[config.mk]
export PLATFORM = sky130hd
export DESIGN_NAME = fifo_ctrl
export DESIGN_NICKNAME = d
export VERILOG_FILES = /design/src/rtl/fifo_pkg.sv /design/src/rtl/mod_counter.sv /design/src/rtl/fifo_ctrl.sv
export SDC_FILE = /design/constraint.sdc
export NUM_CORES = 1
export LEC_CHECK = 0
export CORE_MARGIN = 4
export CORE_UTILIZATION = 31
export DETAILED_ROUTE_END_ITERATION = 6
export PLACE_DENSITY = 0.79
export SYNTH_ARGS = -nofsm -noshare
export SYNTH_HDL_FRONTEND = slang
export SYNTH_HIERARCHICAL = 1
export SYNTH_SLANG_ARGS = --single-unit
[constraint.sdc]
create_clock -name clock -period 5.5 [get_ports clock]
set_input_delay 0.825 -clock clock [delete_from_list [all_inputs] [get_ports clock]]
set_output_delay 0.825 -clock clock [all_outputs]
set_load 0.02 [all_outputs]
[src/rtl/fifo_pkg.sv]
`default_nettype none
// ============================================================================
//  Module      : fifo_pkg
//  Description : Shared constants and pointer helper for the FIFO controller
//                that sequences a dual-port synchronous memory.
//  Revision    : 1.0 - initial release
// ============================================================================
package fifo_pkg;

    localparam int c_default_data_w   = 8;
    localparam int c_default_mem_size = 6;

    // Increment a pointer and wrap from size-1 back to 0.
    // Modulus need not be a power of two.
    function automatic int next_ptr(input int ptr, input int size);
        return (ptr >= size - 1) ? 0 : ptr + 1;
    endfunction

endpackage
`default_nettype wire

[src/rtl/mod_counter.sv]
`default_nettype none
// ============================================================================
//  Module      : mod_counter
//  Description : Enable-gated modulo-N up counter used as a FIFO pointer.
//                Its value never leaves the range 0..MODULUS-1.
//  Revision    : 1.0 - initial release
// ============================================================================
module mod_counter
    import fifo_pkg::*;
#(
    parameter int WIDTH   = 3,
    parameter int MODULUS = 6
) (
    input  logic             clock,
    input  logic             reset_n,
    input  logic             i_en,
    output logic [WIDTH-1:0] o_value
);

    logic [WIDTH-1:0] r_value;

    // Advance by one on each enabled cycle, wrapping at MODULUS.
    always_ff @(posedge clock or negedge reset_n) begin
        if (!reset_n) begin
            r_value <= '0;
        end else if (i_en) begin
            r_value <= WIDTH'(next_ptr(int'(r_value), MODULUS));
        end
    end

    assign o_value = r_value;

endmodule
`default_nettype wire

[src/rtl/fifo_ctrl.sv]
`default_nettype none
// ============================================================================
//  Module      : fifo_ctrl
//  Description : Turns an external dual-port synchronous memory into a FIFO.
//                Valid/ready push and pop sides. The memory's one-cycle read
//                latency is absorbed by issuing a read as soon as the output
//                slot is free or being emptied. count excludes the entry
//                currently presented on out_data.
//  Revision    : 1.0 - initial release
// ============================================================================
module fifo_ctrl
    import fifo_pkg::*;
#(
    parameter int DATA_W    = c_default_data_w,
    parameter int MEM_SIZE  = c_default_mem_size,
    parameter int ADDR_SIZE = $clog2(MEM_SIZE),
    parameter int CNT_W     = $clog2(MEM_SIZE + 1)
) (
    input  logic                 clock,
    input  logic                 reset_n,
    input  logic                 in_valid,
    output logic                 in_ready,
    input  logic [DATA_W-1:0]    in_data,
    output logic                 out_valid,
    input  logic                 out_ready,
    output logic [DATA_W-1:0]    out_data,
    output logic                 mem_write,
    output logic                 mem_read,
    output logic [ADDR_SIZE-1:0] mem_addr_w,
    output logic [ADDR_SIZE-1:0] mem_addr_r,
    output logic [DATA_W-1:0]    mem_datain,
    input  logic [DATA_W-1:0]    mem_dataout,
    output logic [CNT_W-1:0]     count
);

    localparam logic [CNT_W-1:0] c_full = CNT_W'(MEM_SIZE);

    logic [CNT_W-1:0] r_count;
    logic             r_out_valid;
    logic             w_in_ready;
    logic             w_push;
    logic             w_issue;

    // in_ready depends on registered occupancy only, so there is no
    // combinational path from out_ready back to the producer.
    assign w_in_ready = (r_count != c_full);
    assign w_push     = in_valid & w_in_ready;
    // Read the next entry whenever memory holds one and the output slot is
    // empty or being consumed this cycle.
    assign w_issue    = (r_count != '0) & (~r_out_valid | out_ready);

    mod_counter #(
        .WIDTH   (ADDR_SIZE),
        .MODULUS (MEM_SIZE)
    ) u_wr_ptr (
        .clock   (clock),
        .reset_n (reset_n),
        .i_en    (w_push),
        .o_value (mem_addr_w)
    );

    mod_counter #(
        .WIDTH   (ADDR_SIZE),
        .MODULUS (MEM_SIZE)
    ) u_rd_ptr (
        .clock   (clock),
        .reset_n (reset_n),
        .i_en    (w_issue),
        .o_value (mem_addr_r)
    );

    // Track memory occupancy and whether the memory output holds a live entry.
    always_ff @(posedge clock or negedge reset_n) begin
        if (!reset_n) begin
            r_count     <= '0;
            r_out_valid <= 1'b0;
        end else begin
            if (w_push && !w_issue) begin
                r_count <= r_count + CNT_W'(1);
            end else if (!w_push && w_issue) begin
                r_count <= r_count - CNT_W'(1);
            end
            r_out_valid <= w_issue | (r_out_valid & ~out_ready);
        end
    end

    assign in_ready   = w_in_ready;
    assign out_valid  = r_out_valid;
    assign out_data   = mem_dataout;
    assign mem_write  = w_push;
    assign mem_read   = w_issue;
    assign mem_datain = in_data;
    assign count      = r_count;

endmodule
`default_nettype wire

==> results of run 1 <==
==> kinds of logic (layout without fill, tap and decap cells) <==
family	Yosys count	after routing	synth area share
buffers and inverters	21	25	0.2022
and+or+nand+nor	14	14	0.1093
AOI/OAI and AO/OA	13	13	0.1494
DFF	10	10	0.3643
adders and majority gates	6	6	0.1202
xor gates and xnor gates	3	3	0.03826
muxes	1	1	0.01639
==> where the power goes <==
group	switching, mW	total, mW	internal [mW]
registers	0.0522	0.162	0.110
logic	0.134	0.279	0.145
clock network	0.0278	0.0680	0.0402
total	0.214	0.508	0.295
==> critical path, stage by stage <==
cell,delay (ps)
clkdlybuf4s50_1,460
inv_1,50
a21o_1,180
inv_1,180
clkdlybuf4s50_1,650
==> placed cells by master, fill, tap and decap left out <==
cell	count
fa_1	1
inv_1	5
mux2_2	1
o311a_1	2
and2_1	1
xnor2_1	1
clkbuf_8	1
nand3b_1	1
nand2_1	2
clkbuf_4	3
nor2_1	3
dfrtp_1	10
ha_1	5
nor3_1	1
clkdlybuf4s50_1	16
nor2b_1	2
a21o_1	1
xor2_1	2
o21ai_0	2
o41ai_1	2
a22o_1	2
o21a_1	2
nand2b_1	4
a211oi_1	2
==> metal layers <==
layer / global-route usage / share of wire
met1: 0.09836 / 0.42
met2: 0.1555 / 0.46
met3: 0.03753 / 0.10
met4: 0.07287 / 0.018
met5: 0 / 0
==> per-stage QoR <==
step                      hold slack [ps]  instances
after floorplan                     529.4         68
after global placement              487.7         95
after detailed placement            494.6         95
after CTS                           512.2         99
after global routing                529.2         99
final                               499.9         99
==> cell type report <==
class	count	area, um^2
Timing Repair Buffer	16	160.2
Clock buffer	4	36.28
Fill cell	219	1245
Tap cell	27	33.78
Multi-Input combinational cell	37	297.8
Sequential cell	10	250.2
Inverter	5	18.77
==> worst max-delay path by stage <==
stage                          end  cells after the start      start
final                     mem_read                      5  out_ready
after detailed placement  mem_read                      5  out_ready
after global placement    mem_read                      5  out_ready
after floorplan           count[2]                      8   count[0]
after CTS                 mem_read                      5  out_ready
after global routing      mem_read                      5  out_ready
==> sequential cells by signal, indices dropped and copies added, names as in the netlist <==
register	flops
u_wr_ptr/o_value	3
u_rd_ptr/o_value	3
out_valid	1
count	3
==> metrics.txt, run 1 <==
status finished clean; CTS max path bufs 2; final WL 1.248 mm; Relative slew margins 0.6763; worst reg2reg setup slack about 3400 ps; hold path startpoint out_valid; Synth area leader dfrtp_1; placed cell areas around 760 um^2; Tmin final about 3200 ps; Critical R2R Launch count[0]; Core Rows 16; Primary FF master, synth dfrtp_1; Synth top area share 0.3643; worst hold path endpoint out_valid; type of origin of the critical path primary input; Final Core Density 0.3903; CTS Root Cell clkbuf_4; # diodes 0; initial antenna violation count 0; Worst Setup Path Type in -> out; Area contributors post-synth dfrtp_1 (36%), buf_4 (17%), ha_1 (9.1%); final hold vios 0; Clk Latency, worst-skew pair between 200 and 300 ps; I/O pins between 40 and 50; synth cell count leaders buf_4 (16), dfrtp_1 (10), ha_1 (5), inv_1 (5), nand2b_1 (4); Syn Std Cell Area between 600 and 700 um^2; Reg clk slew, reported paths about 70 ps; PD cells about 640 nW/um^2; first-pass GRT wire length 1.987 mm; Max Cap Viol 0; Syn Inst Count just under 70; initial DRC count 5; FF+latch count, synth 10; vias ~460; Yosys warnings 6; Die X roughly 55 um; Max Clk Rate 315.6 MHz; RePlAce Congestion 0.6864; CTS Buf Count 3; CTS Sinks 10; Slew Viols, Final 0; Remaining DRCs 0; Worst EP arrival about 2300 ps; synth-to-layout area growth 16.03%; Tot GR Track Use 0.09574; Leak ~0.35 nW; syn_nets 94; H-tree Lvls 1; hold path cells 2; fin area ~800 um^2; number of vias per cell between 4 and 5; reg2reg end count[2]; Peak VDD IR about 210 uV; Core Region ~2000 um^2; layout cells sized above 1 0.06944; syn_area_per_cell roughly 10 um^2; Max FO, Critical Path 8; measured slew at the worst slew-check pin slightly below 500 ps; chip height 55.07 um; DRT Pass-1 Iters 2; Worst Skew approximately 4.3 ps; largest net degree at the start of global routing 11; Post-CTS Setup Inserts 0; Setup Slack @ Placement 2345 ps; Routed Antenna Nets 0; number of global-route vias before repair about 450; Post-synth ARST share 1.000; Required @ worst endpoint roughly 4700 ps; Worst Hold Class reg -> reg; sequential-to-total area share from yosys stat 0.3643; Post-CTS Resized 0; WL/cell roughly 13 um; R2R depth 8; Buffers on Ports 16; Setup crit end kind output port; RSZ-0062 raised after global routing false; count leader, synth buf_4; final cycle utilization of the critical path 0.5760; final setup TNS 0 ps; starting density of the core 0.3364; CTS tree done; Synth cell types 22; Setup Viol. Count Final 0; EDFF count, synth 0; die area between 3000 and 4000 um^2; grt total ovfl 0; Layout Nets just under 100; Worst Slack Setup Final around 2300 ps; Pwr Total between 500 and 600 uW; # hold bufs at CTS 0
(Power assumes the default switching activity.)
==> run 2: changes to the inputs <==
==> constraint.sdc (replaced) <==
create_clock -name clock -period 3.26 [get_ports clock]
set_input_delay 0.489 -clock clock [delete_from_list [all_inputs] [get_ports clock]]
set_output_delay 0.489 -clock clock [all_outputs]
set_load 0.02 [all_outputs]
==> results of run 2 <==
The final DEF is identical to that of run 1. Status: finished clean.
Among the figures that moved: setup slack after placement 2345 ps -> 777.0 ps; setup slack after layout 2332 ps -> 763.8 ps; register-to-register setup slack 3380 ps -> 1140 ps; total power 0.5084 mW -> 0.8577 mW; worst IR drop on VDD 211.3 uV -> 356.5 uV
==> run 3: changes to the inputs <==
==> constraint.sdc (replaced) <==
create_clock -name clock -period 2.6 [get_ports clock]
set_input_delay 0.39 -clock clock [delete_from_list [all_inputs] [get_ports clock]]
set_output_delay 0.39 -clock clock [all_outputs]
set_load 0.02 [all_outputs]
==> run 3 against run 2 <==
Net effect:
- register-to-register slack lost 490 ps
- flip-flop and latch count stayed put
- final cell count stayed put
- worst setup slack worse by 460 ps
- wire length is 2.0% lower
- clock-buffer cell count down 1
- first-iteration DRC count unchanged
- sequential share of layout area up 0.25 points
- clock power is 8% lower
- worst hold slack got worse by 51 ps
- core utilization is 0.31 points lower
- sequential power increased by 26%
- critical endpoint unchanged
==> metrics.txt, run 3 (synthesis gave the netlist of run 1 again) <==
Max Cap Viol 0; vias 466; Clock power frac 0.102; measured slew at the worst slew-check pin around 480 ps; Core Rows 16; Buffers on Ports 16; Required @ worst endpoint ~2200 ps; commonest non-fill, non-tap cell in the layout clkdlybuf4s50_1; RePlAce Congestion between 0.6 and 0.7; Post-CTS Setup Inserts 0; final cycle utilization of the critical path 0.8822; final hold vios 0; Routed Antenna Nets 0; Post-CTS Resized 0; die area between 3000 and 4000 um^2; initial antenna violation count 0; DRT Pass-1 Iters 2; sequential share of power 0.330; dpl cells between 90 and 100; Sw Pwr about 450 uW; status finished clean; Tmin final around 2300 ps; fillers about 220; reg2reg end count[2]; R2R depth 8; Final Core Density 0.3873; number of vias per cell 4.707; number of global-route vias before repair around 400; Clk Latency, worst-skew pair 270 ps; chip height approximately 55 um; Worst EP arrival roughly 1900 ps; Max FO, Critical Path 8; Critical R2R Launch count[0]; Die X 55.07 um; PD cells about 1300 nW/um^2; CTS Sinks 10; Layout Nets 100; CTS max path bufs 2; sequential cell area 250.2 um^2; area occupied by multi-input gates between 200 and 300 um^2; # diodes 0; Worst Skew 3.241 ps; Reg clk slew, reported paths ~60 ps; first-pass GRT wire length about 1.9 mm; grt total ovfl 0; CTS Buf Count 3; Tot GR Track Use 0.09081; final setup TNS 0 ps; Non-Filler Instances 99; Worst Setup Path Type in -> out; WL/cell ~12 um; largest net degree at the start of global routing 11; combinational power share 0.568; Leak roughly 0.35 nW; Peak VDD IR between 500 and 600 uV; I/O pins 49; synth-to-layout area growth 15.12%; Setup crit end kind output port; # hold bufs at CTS 0; CTS Root Cell clkbuf_4; Hold Slack about 450 ps; starting density of the core 0.3364; CTS tree done; RSZ-0062 raised after global routing false; Slew Viols, Final 0; type of origin of the critical path primary input; final WL 1.223 mm; Sw Share 0.4277; Internal slightly below 600 uW; layout cells sized above 1 0.06944; H-tree Lvls 1; Max Clk Rate roughly 440 MHz; dpl hpwl about 950 um; Worst Hold Class in -> async; Core Region ~2000 um^2; Setup Viol. Count Final 0; worst reg2reg setup slack around 650 ps; initial DRC count 5; most frequent cells in the layout clkdlybuf4s50_1 (16), dfrtp_1 (10), inv_1 (5), ha_1 (5), nand2b_1 (4); Remaining DRCs 0; Relative slew margins 0.6789
[run 3: cell types whose count changed in the layout (fill, tap and decap cells not counted)]
cell,delta
clkbuf_8,-1
buf_4,+1
[run 3: per-layer routing]
metal,share of wire,up-vias,global-route usage
li1,-,226,-
met1,0.42,225,0.09539
met2,0.46,15,0.1417
met3,0.11,0,0.06166
met4,0,0,0.03644
met5,0,-,0
[run 3: area by class of cell]
type / instances / share of cell area
multi-input combinational: 37 / 0.3766
sequential: 10 / 0.3165
timing repair buffer: 17 / 0.2120
tap: 27 / 0.04272
clock buffer: 3 / 0.02848
inverter: 5 / 0.02373
[run 3: worst max-delay path by stage]
stage                         start  endpoint  cells past startpoint
final                     out_ready  mem_read                      5
after global routing      out_ready  mem_read                      5
after floorplan            count[0]  count[2]                      8
after global placement    out_ready  mem_read                      5
after CTS                 out_ready  mem_read                      5
after detailed placement  out_ready  mem_read                      5
[run 3: metrics by stage]
stage / area (um^2) / worst slack, ps / total power, mW
after floorplan: 686.9 / 287.3 / 0.7300
after detailed placement: 768.2 / 316.7 / 0.9453
after CTS: 790.8 / 307.2 / 1.056
after global placement: 768.2 / 311.4 / 0.9238
final: 790.8 / 306.2 / 1.041
after global routing: 790.8 / 240.8 / 1.131
[run 3: power groups by stage]
stage | registers (mW) | clock network [mW] | logic (mW)
after floorplan | 0.416 | 0 | 0.314
after global placement | 0.343 | 0 | 0.580
after detailed placement | 0.348 | 0 | 0.597
after CTS | 0.346 | 0.111 | 0.599
after global routing | 0.362 | 0.118 | 0.652
final | 0.344 | 0.106 | 0.591
[run 3: critical path, cell delays in order]
cell and delay (ps):
clkdlybuf4s50_1 450, inv_1 50, a21o_1 190, inv_1 180
clkdlybuf4s50_1 650
